[src/rtl/spi_ram_arb_pkg.sv]
// Shared types and constants for the two-port SPI RAM arbiter.
package spi_ram_arb_pkg;

  typedef enum logic [1:0] {
    StIdle  = 2'd0,
    StIssue = 2'd1,
    StWait  = 2'd2,
    StDone  = 2'd3
  } arb_state_e;

  localparam logic PORT_FETCH = 1'b0;
  localparam logic PORT_DATA  = 1'b1;

endpackage

[src/rtl/spi_ram_arb_pick.sv]
// Combinational winner selection between the fetch and data ports.
// Build option SPI_RAM_ARB_RR_EN selects round-robin instead of fixed priority.
module spi_ram_arb_pick
  import spi_ram_arb_pkg::*;
(
  input  logic [1:0] req,
`ifdef SPI_RAM_ARB_RR_EN
  input  logic       last_id,
`endif
  output logic       valid,
  output logic       id
);

  always_comb begin
    valid = |req;
    id    = PORT_FETCH;
`ifdef SPI_RAM_ARB_RR_EN
    // On contention the port that was not served last goes next.
    if (req == 2'b11) begin
      id = ~last_id;
    end else if (req[PORT_DATA]) begin
      id = PORT_DATA;
    end
`else
    if (req[PORT_DATA]) begin
      id = PORT_DATA;
    end
`endif
  end

endmodule

[src/rtl/spi_ram_arb.sv]
// Two-port arbiter/sequencer in front of the shared SPI RAM controller.
// Define SPI_RAM_ARB_RR_EN for round-robin arbitration; default is data-port priority.
module spi_ram_arb
  import spi_ram_arb_pkg::*;
#(
  parameter int unsigned ADDR_BITS = 16,
  parameter int unsigned DATA_BITS = 16
) (
  input  logic                 clk,
  input  logic                 rst,
  input  logic [1:0]           req,
  input  logic [1:0]           we,
  input  logic [ADDR_BITS-1:0] addr0,
  input  logic [ADDR_BITS-1:0] addr1,
  input  logic [DATA_BITS-1:0] wdata0,
  input  logic [DATA_BITS-1:0] wdata1,
  output logic [1:0]           done,
  output logic [DATA_BITS-1:0] rdata,
  output logic                 busy,
  output logic                 gnt_id,
  output logic [ADDR_BITS-1:0] ram_addr,
  output logic [DATA_BITS-1:0] ram_wdata,
  output logic                 ram_start_read,
  output logic                 ram_start_write,
  input  logic [DATA_BITS-1:0] ram_rdata,
  input  logic                 ram_busy
);

  arb_state_e           state_q, state_d;
  logic                 write_q;
  logic                 gnt_q;
  logic [ADDR_BITS-1:0] addr_q;
  logic [DATA_BITS-1:0] wdata_q;
  logic [DATA_BITS-1:0] rdata_q;
  logic                 pick_valid;
  logic                 pick_id;

`ifdef SPI_RAM_ARB_RR_EN
  logic last_q;
`endif

  spi_ram_arb_pick u_pick (
    .req     (req),
`ifdef SPI_RAM_ARB_RR_EN
    .last_id (last_q),
`endif
    .valid   (pick_valid),
    .id      (pick_id)
  );

  always_comb begin
    state_d = state_q;
    unique case (state_q)
      StIdle:  if (pick_valid) state_d = StIssue;
      StIssue: state_d = StWait;
      // Controller raises busy on the edge that registers the start pulse.
      StWait:  if (!ram_busy) state_d = StDone;
      StDone:  state_d = StIdle;
      default: state_d = StIdle;
    endcase
  end

  always_ff @(posedge clk) begin
    if (rst) begin
      state_q <= StIdle;
      write_q <= 1'b0;
      gnt_q   <= PORT_FETCH;
      addr_q  <= '0;
      wdata_q <= '0;
      rdata_q <= '0;
`ifdef SPI_RAM_ARB_RR_EN
      last_q  <= PORT_FETCH;
`endif
    end else begin
      state_q <= state_d;
      if (state_q == StIdle && pick_valid) begin
        gnt_q   <= pick_id;
        write_q <= we[pick_id];
        addr_q  <= pick_id ? addr1 : addr0;
        wdata_q <= pick_id ? wdata1 : wdata0;
      end
      if (state_q == StWait && !ram_busy) begin
        if (!write_q) begin
          rdata_q <= ram_rdata;
        end
`ifdef SPI_RAM_ARB_RR_EN
        last_q <= gnt_q;
`endif
      end
    end
  end

  always_comb begin
    done            = 2'b00;
    done[gnt_q]     = (state_q == StDone);
    busy            = (state_q != StIdle);
    ram_start_read  = (state_q == StIssue) && !write_q;
    ram_start_write = (state_q == StIssue) && write_q;
  end

  assign rdata     = rdata_q;
  assign gnt_id    = gnt_q;
  assign ram_addr  = addr_q;
  assign ram_wdata = wdata_q;

endmodule

[config.mk]
export PLATFORM = sky130hd
export DESIGN_NAME = spi_ram_arb
export DESIGN_NICKNAME = d
export VERILOG_FILES = /design/src/rtl/spi_ram_arb_pkg.sv /design/src/rtl/spi_ram_arb_pick.sv /design/src/rtl/spi_ram_arb.sv
export SDC_FILE = /design/constraint.sdc
export NUM_CORES = 1
export LEC_CHECK = 0
export CAP_MARGIN = 20
export CORE_ASPECT_RATIO = 1.25
export CORE_UTILIZATION = 25
export DETAILED_ROUTE_END_ITERATION = 16
export GPL_TIMING_DRIVEN = 1
export HOLD_SLACK_MARGIN = 0.1
export SLEW_MARGIN = 20
export SYNTH_ARGS = -nofsm -noshare
export SYNTH_HDL_FRONTEND = slang
export SYNTH_HIERARCHICAL = 1
export SYNTH_SLANG_ARGS = --single-unit
[constraint.sdc]
create_clock -name clk -period 1.76 [get_ports clk]
set_input_delay 0.44 -clock clk [delete_from_list [all_inputs] [get_ports clk]]
set_output_delay 0.44 -clock clk [all_outputs]
set_load 0.01 [all_outputs]
After elaboration in Yosys (flattened, before gate mapping):

Cells that the tools add are included.

* bits in registers: 52
* word-level logic and storage cells: 38
* output and inout bits: 54
* input bits: 87

* eq/ne operators: 5
* reductions and logical operators: 12
* bitwise operators: 2
* mux-type cells: 10
* magnitude comparators: 3

Operators by type and width (number)
* 2-to-1 mux 16 bit: 2
* one-hot mux 2 bit (4 select lines): 1
* logical AND 1 bit: 5
* equality test 2 bit, second input constant: 2
* less-than comparator 1 x 2 -> 1 bit, second input constant: 2
* 2-to-1 mux 1 bit: 4
* 2-to-1 mux 2 bit: 2
* != test 2 bit, second input constant: 2
* AND reduction 2 bit: 2
* bitwise AND 2 bit: 1
* equality test 2 x 1 -> 1 bit, second input constant: 1
* logical NOT 1 bit: 2
* logical NOT 2 bit: 1
* nonzero test 2 bit: 1
* OR reduction 2 bit: 1
* demux 1 bit (select 1 bit): 1
* >= comparator 1 bit, second input constant: 1
* NOT 1 bit: 1

Longest topological paths before layout:

Gate-level depths: netlist of run 1.

* depth after elaboration: 5
* depth in mapped cells: 7
* mapped depth without buffers: 5

By module:

The synthesis of run 1 kept the hierarchy.

By module, submodules not included
* spi_ram_arb: sequential area each 1041.0 um^2, times used 1, area each 2269.7 um^2, cells each 243
* spi_ram_arb_pick: sequential area each 0.0 um^2, times used 1, area each 13.8 um^2, cells each 2

Worst setup path after synthesis of run 1:

No wires, ideal clock.

* kind: input to register
* from: input port req[1]
* to: register addr_q[0], in the netlist ram_addr[0]
* buffers on the path: 3
* data required time: 1.674 ns
* data arrival time: 1.351 ns
* path slack: 0.324 ns
* stages on the path: 6
* setup time: 0.086 ns
* cell sequence: or2_1 > and2_1 > buf_2 > buf_6 > buf_6 > a211oi_1

* longest elaborated chain between the ends: 2
* elaborated cells between the ends (all ways): 4
* classes of those cells: mux: 2; reduce/logical: 2

RTL lines
* start: declaration: line spi_ram_arb.sv:11 `input logic [1:0] req,`
* 2-to-1 mux 1 bit / OR reduction 2 bit (equally long branches): line spi_ram_arb_pick.sv:25, spi_ram_arb_pick.sv:15
* 2-to-1 mux 16 bit / logical AND 1 bit (equally long branches): line spi_ram_arb.sv:79, spi_ram_arb.sv:76
* end signal: assignment: line spi_ram_arb.sv:79 `addr_q <= pick_id ? addr1 : addr0;`
* end: declaration: line spi_ram_arb.sv:32 `logic [ADDR_BITS-1:0] addr_q;`

Parallel ways exist; a longest one is shown, timed or not.
A chain may end at the register's enable or synchronous reset.

Final worst setup path of run 1:

* from: register state_q[1]
* to: output port ram_start_write

* longest elaborated chain between the ends: 2

RTL lines
* start: declaration: line spi_ram_arb.sv:29 `arb_state_e state_q, state_d;`
* start signal: assignment: line spi_ram_arb.sv:65 `state_q <= StIdle;`
* start signal: assignment: line spi_ram_arb.sv:75 `state_q <= state_d;`
* equality test 2 x 1 -> 1 bit: line spi_ram_arb.sv:98 `ram_start_write = (state_q == StIssue) && write_q;`
* logical AND 1 bit: line spi_ram_arb.sv:98
* end: declaration: line spi_ram_arb.sv:24 `output logic ram_start_write,`

Every way passes these cells.

==> impl_metrics.tcl, run 1 <==
set metrics [dict create \
    status "finished, final reports clean" \
    core_area_mm2 0.008796 \
    min_path_type "reg2reg" \
    min_period_ps 1661 \
    power_frac_seq_pct 38.7 \
    syn_nets 336 \
    fin_util_pct 44.24 \
    design_area_mm2 0.003891 \
    cts_max_level 2 \
    grt_usage_pct 13.07 \
    synth_top_cell_by_area "dfxtp_1" \
    dpl.hpwl_um 4745 \
    net-switching-power_mw 1.450 \
    syn-instance-count 245 \
    yosysWarnings 6 \
    synthFlopType "dfxtp_1" \
    die_h_um 108.9 \
    max_slew.worst_pin.slew_ps 261.6 \
    initial_utilization_pct 25.96 \
    p_comb_share_pct 45.3 \
    cp.arrival_ps 1220 \
    fin_setup_tns_ps 0 \
    clock_latency_ps 290 \
    viasPerCell 4.248 \
    hold_viol 0 \
    maxSlewViolCount 0 \
    maxCapViolations 0 \
    fmax_mhz 602.1 \
    power.density_mw_per_mm2 1151 \
    worst_path_largest_cell_delay_ps 330 \
    netlist_top_cells_count "52 x dfxtp_1, 36 x nor2_1, 35 x mux2i_1, 33 x a211oi_1, 32 x nand2_1" \
    wl_um 6050 \
    gp_congestion 0.6784 \
    path_clk_slew_ps 90 \
    grt_max_degree 44 \
    dieArea_mm2 0.009522 \
    antenna_found_initial 0 \
    ys_seq_area_share_pct 45.59 \
    instances_no_fill 505 \
    die_x_um 87.48 \
    dr.pass1.iters 4 \
    yosysMostFrequentCell "dfxtp_1" \
    synthDistinctLibCells 21 \
    syn2layout_area_growth_pct 70.41 \
    vias 2145 \
    antenna_cells 0 \
    switching_share_pct 32.35 \
    p_leak_nw 1.541 \
    synth_async_sr_flop_share_pct 0 \
    cp_max_fo 2 \
    cts_buffer_depth 2 \
    synth_area_leaders "dfxtp_1 46%, mux2i_1 15%, a211oi_1 11%" \
    drc 0 \
    detail_route.wl_per_cell_um 11.98 \
    slowest_stage "dfxtp_2" \
    skew_ps 3.123 \
    worstSetupEndpointType "output pin" \
    slew_headroom_pct 82.49 \
    overflow 0 \
    drt_iter0_drc 33 \
    antenna_violating_nets_post_route 0 \
    port_buffers 140 \
    num_rows 38 \
    critPathKind "reg2out" \
    io_pins 141 \
    total_power_mw 4.480 \
    worst_setup_path_start_kind "flop" \
    period_share_pct 94.36 \
    root_buffer "clkbuf_8" \
    postCtsHoldBufs 0 \
    synth-edff-count 0 \
    post-place-cells 496 \
    pwr-share-clk_pct 16.0 \
    grt_pass1_wl_um 9749 \
    rsz0062_at_grt "false" \
    avgSynthCellArea_um2 9.320 \
    drive_gt1_share_pct 8.571 \
    cts_tree "done" \
    irDropWorstVdd_mv 0.4285 \
    ys_ff_latch 52 \
    cts_buffers 5 \
    synth_top_area_share_pct 45.59 \
    grt_pass1_vias 2064 \
    crit_chain "buf_4 > inv_1 > ha_2 > and2_1 > buf_2" \
    fin_nets 476 \
    cp.required_ps 1320 \
    final-setup-viol-count 0 \
    netlist_area_mm2 0.002283 \
    clock-sinks 52 \
    p_int_mw 3.031 \
    place_area_mm2 0.003790 \
]
-- through the flow --
| stage | worst slack [ps] | hold WS [ps] |
|---|---|---|
| after floorplan | 323.8 | 480.5 |
| after global placement | -18.01 | 442.1 |
| after detailed placement | -76.79 | 446.5 |
| after CTS | 7.985 | 460.2 |
| after global routing | 4.582 | 474.8 |
| final | 99.25 | 458.1 |
-- registers in the layout, indices dropped and copies added, names as in the netlist --
name       cells
ram_wdata     16
state_q        2
write_q        1
gnt_id         1
ram_addr      16
rdata         16
-- critical path, delay by kind of cell (launching register included) --
kind / cells / cell delay (ps)
buffers and inverters: 3 / 320
adders and majority gates: 1 / 170
DFF: 1 / 330
and+or+nand+nor: 1 / 110
-- cells by family (layout without fill, tap and decap cells) --
| group | count (synthesis) | count (layout) | share of synthesized area (%) |
|---|---|---|---|
| simple gates | 78 | 78 | 14.36 |
| flops | 52 | 52 | 45.59 |
| compound gates | 51 | 51 | 15.07 |
| mux | 35 | 35 | 15.34 |
| buf+inv | 25 | 165 | 7.452 |
| fa+ha+maj | 4 | 4 | 2.192 |
-- worst paths after layout --
kind         slack (ps)        from  cells past startpoint              end
max                 100  state_q[1]                      5  ram_start_write
min reg2reg         460    rdata[0]                      2         rdata[0]
min                 460    rdata[0]                      2         rdata[0]
max reg2reg         160  state_q[1]                      8      ram_addr[5]
-- layer usage --
layer  up-vias  global-route usage [%]  part of all wire, %
li1       1118                       -                    -
met1       924                   14.90                   42
met2        96                   22.88                   48
met3         7                   4.618                  8.0
met4         0                   3.630                  1.4
met5         -                       0                    0
-- cell usage in the layout (no fill, tap or decap), drive strengths merged --
master / n
clkdlybuf4s50: 132
buf: 19
ha: 4
a211oi: 33
nor2b: 1
clkdlybuf4s15: 1
and2: 3
and2b: 1
nor3b: 1
nand2b: 2
nand2: 32
dfxtp: 52
nor2: 36
a2bb2oi: 1
o21a: 1
or3b: 1
a21oi: 16
mux2i: 35
dlymetal6s2s: 1
or2: 1
clkbuf: 9
inv: 3
-- cell type report --
type / count / area [um2]
clock buffer: 7 / 96.34
fill: 835 / 4905
inverter: 3 / 11.26
multi-input combinational: 168 / 1076
sequential: 52 / 1046
tap: 120 / 150.1
timing repair buffer: 155 / 1511
-- what timing repair did --
item / CTS / global route
endpoints found under the setup margin: 5 / 5
resized for setup: 14 / 7
pin swaps: 0 / 0
cloned: 0 / 0
buffers inserted: 2 / 0
-- power groups by stage --
stage | logic [mW] | registers (mW) | clock network [mW]
after floorplan | 0.844 | 1.89 | 0
after global placement | 2.05 | 1.75 | 0
after detailed placement | 2.07 | 1.76 | 0
after CTS | 2.07 | 1.74 | 0.758
after global routing | 2.23 | 1.79 | 0.808
final | 2.03 | 1.73 | 0.717
No activity file was read; power rests on OpenSTA's default activity.
==> inputs of run 2 (changes only) <==
--- a/config.mk
+++ b/config.mk
@@ -6,11 +6,11 @@
 export NUM_CORES = 1
 export LEC_CHECK = 0
 export CAP_MARGIN = 20
-export CORE_ASPECT_RATIO = 1.25
 export CORE_UTILIZATION = 25
 export DETAILED_ROUTE_END_ITERATION = 16
 export GPL_TIMING_DRIVEN = 1
 export HOLD_SLACK_MARGIN = 0.1
+export PLACE_DENSITY = 0.66
 export SLEW_MARGIN = 20
 export SYNTH_ARGS = -nofsm -noshare
 export SYNTH_HDL_FRONTEND = slang
==> impl_metrics.tcl, run 2 (synthesis results as in run 1) <==
set metrics [dict create \
    status "finished, final reports clean" \
    timing.rr.end "ram_addr[4]" \
    skew_ps 5.444 \
    total_power_mw 4.485 \
    maxCapViolations 0 \
    dieArea_mm2 0.009520 \
    cp_max_fo 4 \
    cp.arrival_ps 1230 \
    worstSetupEndpointType "output pin" \
    path_buf_inv 1 \
    drt_iter0_drc 39 \
    die_h_um 97.57 \
    fin_setup_tns_ps 0 \
    dr.pass1.iters 4 \
    reg2reg_from "state_q[1]" \
    max_slew.worst_pin.slew_ps 267.9 \
    r2r_cells 8 \
    period_share_pct 94.88 \
    grt_pass1_wl_um 9660 \
    grt_pass1_vias 2082 \
    dpl.hpwl_um 4558 \
    cp.required_ps 1320 \
    power.density_mw_per_mm2 1154 \
    postCtsHoldBufs 0 \
    place_ws_ps -71.13 \
    gp_congestion 0.6621 \
    overflow 0 \
    min-delay-start "rdata[8]" \
    slew_headroom_pct 82.07 \
    path_clk_slew_ps 90 \
    rsz0062_at_grt "false" \
    mostFrequentLayoutCells "132 x clkdlybuf4s50_1, 50 x dfxtp_1, 36 x nor2_1, 35 x mux2i_1, 33 x a211oi_1" \
    final-setup-viol-count 0 \
    num_rows 34 \
    viasPerCell 4.333 \
    min_path_type "reg2reg" \
    fmax_mhz 598.8 \
    fin_ws_ps 90.05 \
    antenna_found_initial 0 \
    maxSlewViolCount 0 \
    hold_depth 2 \
    grt_max_degree 54 \
    drc 0 \
    cts_buffers 5 \
    grt_usage_pct 12.54 \
    final_common_cell "clkdlybuf4s50_1" \
    p_leak_nw 1.536 \
    hold_viol 0 \
    wl_um 6001 \
    cts_tree "done" \
    drive_gt1_share_pct 7.552 \
    initial_utilization_pct 26.06 \
    worst_setup_path_start_kind "flop" \
    detail_route.wl_per_cell_um 12.20 \
    fin_nets 474 \
    antenna_violating_nets_post_route 0 \
    syn2layout_area_growth_pct 70.19 \
    cts_buffer_depth 2 \
    slowest_stage "dfxtp_4" \
    clock_latency_ps 290 \
    root_buffer "clkbuf_8" \
    fin_util_pct 44.35 \
    crit_chain "ha_1 > and2_1 > clkdlybuf4s15_1" \
    port_buffers 140 \
    holdPathEnd "rdata[8]" \
    min_period_ps 1670 \
    clock-sinks 52 \
    die_x_um 97.57 \
    cts_max_level 2 \
    vias 2132 \
    irDropWorstVdd_mv 0.3880 \
    core_area_mm2 0.008763 \
    instances_no_fill 492 \
    worst_path_largest_cell_delay_ps 370 \
    io_pins 141 \
    r2r_slack_ps 190 \
    fill_cells 890 \
    antenna_cells 0 \
    critPathTopFamily "flip-flops" \
    critPathKind "reg2out" \
    post-place-cells 483 \
]
[run 2: repair_timing]
action                     4_1_cts  5_1_grt
setup endpoints to repair        5        5
cloned                           0        0
gates resized for setup         13        6
buffers inserted                 1        0
[run 2: final cells by class]
type,instances,area (um2),area share [%]
clock inverter,1,7.507,0.1932
sequential,52,1046,26.92
multi-input combinational,168,1074,27.62
inverter,3,11.26,0.2898
timing repair buffer,153,1526,39.28
clock buffer,7,86.33,2.222
tap,108,135.1,3.477
[run 2: worst register-to-register path: cells and delay by family (launching register included)]
family                     cells  cell delay, ps
AOI/OAI and AO/OA              1             220
adders and majority gates      1             160
buffers and inverters          4             510
DFF                            1             330
and+or+nand+nor                2             270
[run 2: per-stage QoR]
stage | area (um2) | hold WS [ps]
6_report | 3886 | 459.8
5_1_grt | 3886 | 488.8
4_1_cts | 3890 | 462.1
3_5_place_dp | 3792 | 449.3
3_3_place_gp | 3792 | 442.9
2_1_floorplan | 2283 | 480.5
[run 2: worst max path at each step]
stage	start	end	slack [ps]	depth (start not counted)
floorplan	req[1]	ram_addr[0]	320	6
global placement	req[0]	ram_wdata[7]	-20	5
detailed placement	req[0]	ram_addr[4]	-70	6
CTS	state_q[1]	ram_start_write	-20	5
global route	state_q[1]	ram_start_read	10	5
finish	state_q[0]	done[1]	90	3
[run 2: per-layer routing]
metal  up-vias  wire length, um  global-route usage (%)
li1       1120                -                       -
met1       923             2528                   13.87
met2        84             2857                   22.00
met3         5              567                   5.180
met4         0               47                   3.394
met5         -                0                       0
[run 2: where the power goes]
group | switching [mW] | internal (mW)
clock | 0.377 | 0.320
sequential | 0.181 | 1.54
combinational | 0.903 | 1.17
==> inputs of run 3 (changes only) <==
--- a/config.mk
+++ b/config.mk
@@ -6,11 +6,13 @@
 export NUM_CORES = 1
 export LEC_CHECK = 0
 export CAP_MARGIN = 20
+export CORE_ASPECT_RATIO = 1.5
 export CORE_UTILIZATION = 25
 export DETAILED_ROUTE_END_ITERATION = 16
 export GPL_TIMING_DRIVEN = 1
 export HOLD_SLACK_MARGIN = 0.1
 export PLACE_DENSITY = 0.66
+export SKIP_CTS_REPAIR_TIMING = 1
 export SLEW_MARGIN = 20
 export SYNTH_ARGS = -nofsm -noshare
 export SYNTH_HDL_FRONTEND = slang
==> impl_metrics.tcl, run 3 (synthesis results as in run 1) <==
set metrics [dict create \
    cts_tree "done" \
    dpl.hpwl_um 4744 \
    clock-sinks 52 \
    path_clk_slew_ps 70 \
    worstSetupEndpointType "output pin" \
    cts_buffers 5 \
    die_h_um 119.1 \
    maxCapViolations 0 \
    initial_utilization_pct 25.86 \
    min_path_type "reg2reg" \
    p_int_mw 3.253 \
    rsz0062_at_grt "false" \
    fin_setup_tns_ps 0 \
    mostFrequentLayoutCells "133 x clkdlybuf4s50_1, 50 x dfxtp_1, 36 x nor2_1, 35 x mux2i_1, 33 x a211oi_1" \
    maxSlewViolCount 0 \
    antenna_violating_nets_post_route 0 \
    instances_no_fill 494 \
    wl_um 6057 \
    io_pins 141 \
    pwr-share-clk_pct 20.6 \
    reg2reg_from "state_q[1]" \
    slowest_stage "clkdlybuf4s50_1" \
    grt_pass1_wl_um 9729 \
    dr.pass1.iters 4 \
    p_comb_share_pct 42.8 \
    status "finished, final reports clean" \
    num_rows 42 \
    net-switching-power_mw 1.492 \
    drc 0 \
    critPathTopFamily "buffers and inverters" \
    drt_iter0_drc 42 \
    core_area_mm2 0.008828 \
    grt_usage_pct 12.91 \
    dieArea_mm2 0.009528 \
    fin_util_pct 44.66 \
    power_frac_seq_pct 36.6 \
    vias 2182 \
    clock_latency_ps 290 \
    min_period_ps 1670 \
    cp.required_ps 1320 \
    post-place-cells 486 \
    cts_buffer_depth 2 \
    port_buffers 140 \
    overflow 0 \
    syn2layout_area_growth_pct 72.66 \
    detail_route.wl_per_cell_um 12.26 \
    viasPerCell 4.417 \
    crit_chain "clkdlybuf4s50_1" \
    p_leak_nw 1.610 \
    switching_share_pct 31.44 \
    final_common_cell "clkdlybuf4s50_1" \
    min-delay-start "rdata[3]" \
    fin_nets 474 \
    grt_max_degree 45 \
    period_share_pct 94.87 \
    fmax_mhz 598.9 \
    gp_congestion 0.6667 \
    worst_path_largest_cell_delay_ps 560 \
    cp_max_fo 4 \
    fin_ws_ps 90.36 \
    die_x_um 80.04 \
    worst_setup_path_start_kind "flop" \
    hold_viol 0 \
    skew_ps 7.105 \
    antenna_cells 0 \
    drive_gt1_share_pct 6.771 \
    power.density_mw_per_mm2 1204 \
    slew_headroom_pct 70.26 \
    path_buf_inv 1 \
    cts_max_level 2 \
    antenna_found_initial 0 \
    crit_path_start "gnt_id" \
    grt_pass1_vias 2184 \
    place_ws_ps -87.07 \
    irDropWorstVdd_mv 0.6617 \
    root_buffer "clkbuf_16" \
    final-setup-viol-count 0 \
    cp.arrival_ps 1230 \
    critPathKind "reg2out" \
    max_slew.worst_pin.slew_ps 446.2 \
]
run 3: path summary, 6_finish.rpt:
path / to / slack [ps] / cells past startpoint
setup / recovery: gnt_id / 90 / 1
hold / removal: rdata[3] / 450 / 2
setup reg to reg: ram_addr[3] / 260 / 7
hold reg to reg: rdata[3] / 450 / 2
run 3: power groups by stage:
stage	Sequential [mW]	Combinational [mW]	Clock, mW
6_report	1.74	2.03	0.977
5_1_grt	1.79	2.22	1.07
4_1_cts	1.74	2.07	1.02
3_5_place_dp	1.76	2.07	0
3_3_place_gp	1.74	2.04	0
2_1_floorplan	1.89	0.844	0
run 3: area by class of cell:
cell class,count,area (um2)
Timing Repair Buffer,153,1526
Multi-Input combinational cell,168,1074
Clock inverter,1,7.507
Sequential cell,52,1044
Tap cell,110,137.6
Fill cell,880,4886
Inverter,3,11.26
Clock buffer,7,142.6
run 3: per-layer routing:
layer  global-route usage [%]  vias up  part of all wire, %
met1                    13.43      964                   39
li1                         -     1118                    -
met2                    24.79       93                   52
met3                    2.835        7                  7.1
met4                    4.018        0                  1.3
met5                        0        -                    0
run 3: metrics by stage:
step                power [mW]  cell area [um2]  hold WS [ps]
floorplan                2.739             2283         480.5
global placement         3.785             3777         443.3
detailed placement       3.825             3777         448.5
CTS                      4.829             3928         457.3
global route             5.078             3943         474.2
finish                   4.745             3943         454.1
==> variant: new RTL, flow settings as in run 3 <==
Build with the macro `SPI_RAM_ARB_RR_EN` defined.
--- a/src/rtl/spi_ram_arb_pick.sv
+++ b/src/rtl/spi_ram_arb_pick.sv
@@ -1,5 +1,7 @@
 // Combinational winner selection between the fetch and data ports.
 // Build option SPI_RAM_ARB_RR_EN selects round-robin instead of fixed priority.
+`define SPI_RAM_ARB_RR_EN
+
 module spi_ram_arb_pick
   import spi_ram_arb_pkg::*;
 (
Formal check against the unedited RTL: not equivalent (Yosys sat finds a counterexample within 10 cycles, from zero or initial values and one cycle with rst high).
==> variant against run 3 <==
Register-to-register slack gained 30 ps; highest routed layer unchanged; routed wire length grew 1.3%; setup slack gained 20 ps; power grew 1.4%; sequential cell count grew 1; synthesized area grew 2.0%; design area grew 2.6%.
==> variant: results (changes against run 3) <==
pwr:
  pg_comb_mw: 2.10  # was 2.03 mW
  internal-power_mw: 3.28  # was 3.25 mW
  powerClk_mw: 0.950  # was 0.977 mW
  ir_drop_mv: 0.577  # was 0.662 mV
  clkPwrFrac_pct: 19.7  # was 20.6%
  leakage_nw: 1.65  # was 1.61 nW
worst_setup_path:
  cp.arrival_ps: 1210  # was 1230 ps
  crit_fanout: 3  # was 4
  r2r_end: "ram_addr[12]"  # was ram_addr[3]
  reg2regPathDepth: 6  # was 7
  r2r_setup_slack_ps: 290  # was 260 ps
  reg2reg_from: "state_q[0]"  # was state_q[1]
route:
  wire_per_inst_um: 12.3  # about the same
  drt_pre_antenna_iters: 3  # was 4
  drt_iter0_drc: 97  # was 42
  vias: 2227  # was 2,182
logic_synthesis:
  async_flop_share_pct: 0  # unchanged
  synth_flop_cell: "dfxtp_1"  # unchanged
  syn_nets: 340  # was 336
  synthTopCellsByArea: "dfxtp_1 (46%), mux2i_1 (15%), a211oi_1 (11%), nor2_1 (6.0%), nand2_1 (5.0%)"  # was dfxtp_1 (46%), mux2i_1 (15%), a211oi_1 (11%), nor2_1 (5.9%), nand2_1 (5.3%)
  ys_seq_area_share_pct: 45.5  # was 45.6%
  ys_top_cells_by_count: "dfxtp_1 (53), nor2_1 (37), mux2i_1 (36)"  # was dfxtp_1 (52), nor2_1 (36), mux2i_1 (35)
  yosysUniqueCellTypes: 25  # was 21
  yosys_warnings: 6  # unchanged
global_routing:
  grt_max_degree: 31  # was 45
  grt_pass1_wl_um: 10000  # was 9730 µm
  grtUsageTotal_pct: 13.1  # was 12.9%
  antenna_found_initial: 0  # unchanged
min_path:
  holdCritPathClass: "flip-flop to flip-flop"  # unchanged
  min_to: "rdata[12]"  # was rdata[3]
  hold_start: "rdata[12]"  # was rdata[3]
  hold_path_depth: 2  # unchanged
sta:
  worst_pin_slew_ps: 422  # was 446 ps
  skew_ps: 2.36  # was 7.10 ps
  slew_viol_final: 0  # unchanged
layout:
  nets: 480  # was 474
  final_layout_size_suffix_gt1_share_pct: 8.21  # was 6.77%
  antenna_cells: 0  # unchanged
clocking:
  clockBufferDepth: 2  # unchanged
  insertion_delay_ps: 290  # about the same
  cts.htree.levels: 2  # unchanged
  cts_root_buf: "clkbuf_16"  # unchanged
  clkTransAtPathRegs_ps: 70  # about the same
  cts_buffers: 5  # unchanged
place:
  dp_hpwl_um: 4730  # was 4740 µm
  place_congestion: 0.674  # was 0.667
  pre_cts_slack_ps: -171  # was -87.1 ps
  io_buffers: 140  # unchanged
run_status:
  outcome: "finished, final reports clean"  # unchanged
[variant: cell type report]
| class | instances | area, µm² |
|---|---|---|
| clock buffer | 5 | 125 |
| fill | 881 | 4890 |
| tap | 110 | 138 |
| clock inverter | 3 | 17.5 |
| inverter | 3 | 11.3 |
| timing repair buffer | 154 | 1560 |
| sequential | 53 | 1060 |
| multi-input combinational | 172 | 1120 |
[variant: worst max-delay path, stage by stage (launching register included)]
cell	delay, ps
dfxtp_2	340
inv_1	60
ha_1	180
and2b_2	180
dlymetal6s2s_1	170
[variant: kinds of logic after synthesis]
family	Yosys count	share of synthesized area [%]
and+or+nand+nor	80	15.0
buffers and inverters	24	6.77
AOI/OAI and AO/OA	52	15.1
adders and majority gates	4	2.15
DFF	53	45.5
muxes	36	15.5
[variant: how the worst max path moves through the flow]
stage	startpoint	cells after the start	end	slack [ps]
final	state_q[1]	4	ram_start_read	110
after global routing	req[1]	6	ram_addr[12]	30
after CTS	state_q[0]	4	busy	-290
after detailed placement	req[0]	6	ram_addr[14]	-170
after global placement	req[0]	6	ram_addr[14]	-150
after floorplan	req[1]	6	ram_addr[0]	300
[variant: layer usage]
| metal | GRT usage (%) | up-vias | routed length [µm] |
|---|---|---|---|
| met5 | 0 | - | 0 |
| met2 | 23.0 | 96 | 3090 |
| met4 | 4.24 | 0 | 101 |
| met1 | 15.2 | 986 | 2450 |
| met3 | 3.47 | 7 | 493 |
| li1 | - | 1138 | - |
[variant: per-stage QoR]
step,instance area (µm²),hold WS (ps),cells
2_1_floorplan,2330,461,249
3_3_place_gp,3880,441,492
3_5_place_dp,3880,446,492
4_1_cts,4030,455,500
5_1_grt,4040,470,500
6_report,4040,454,500
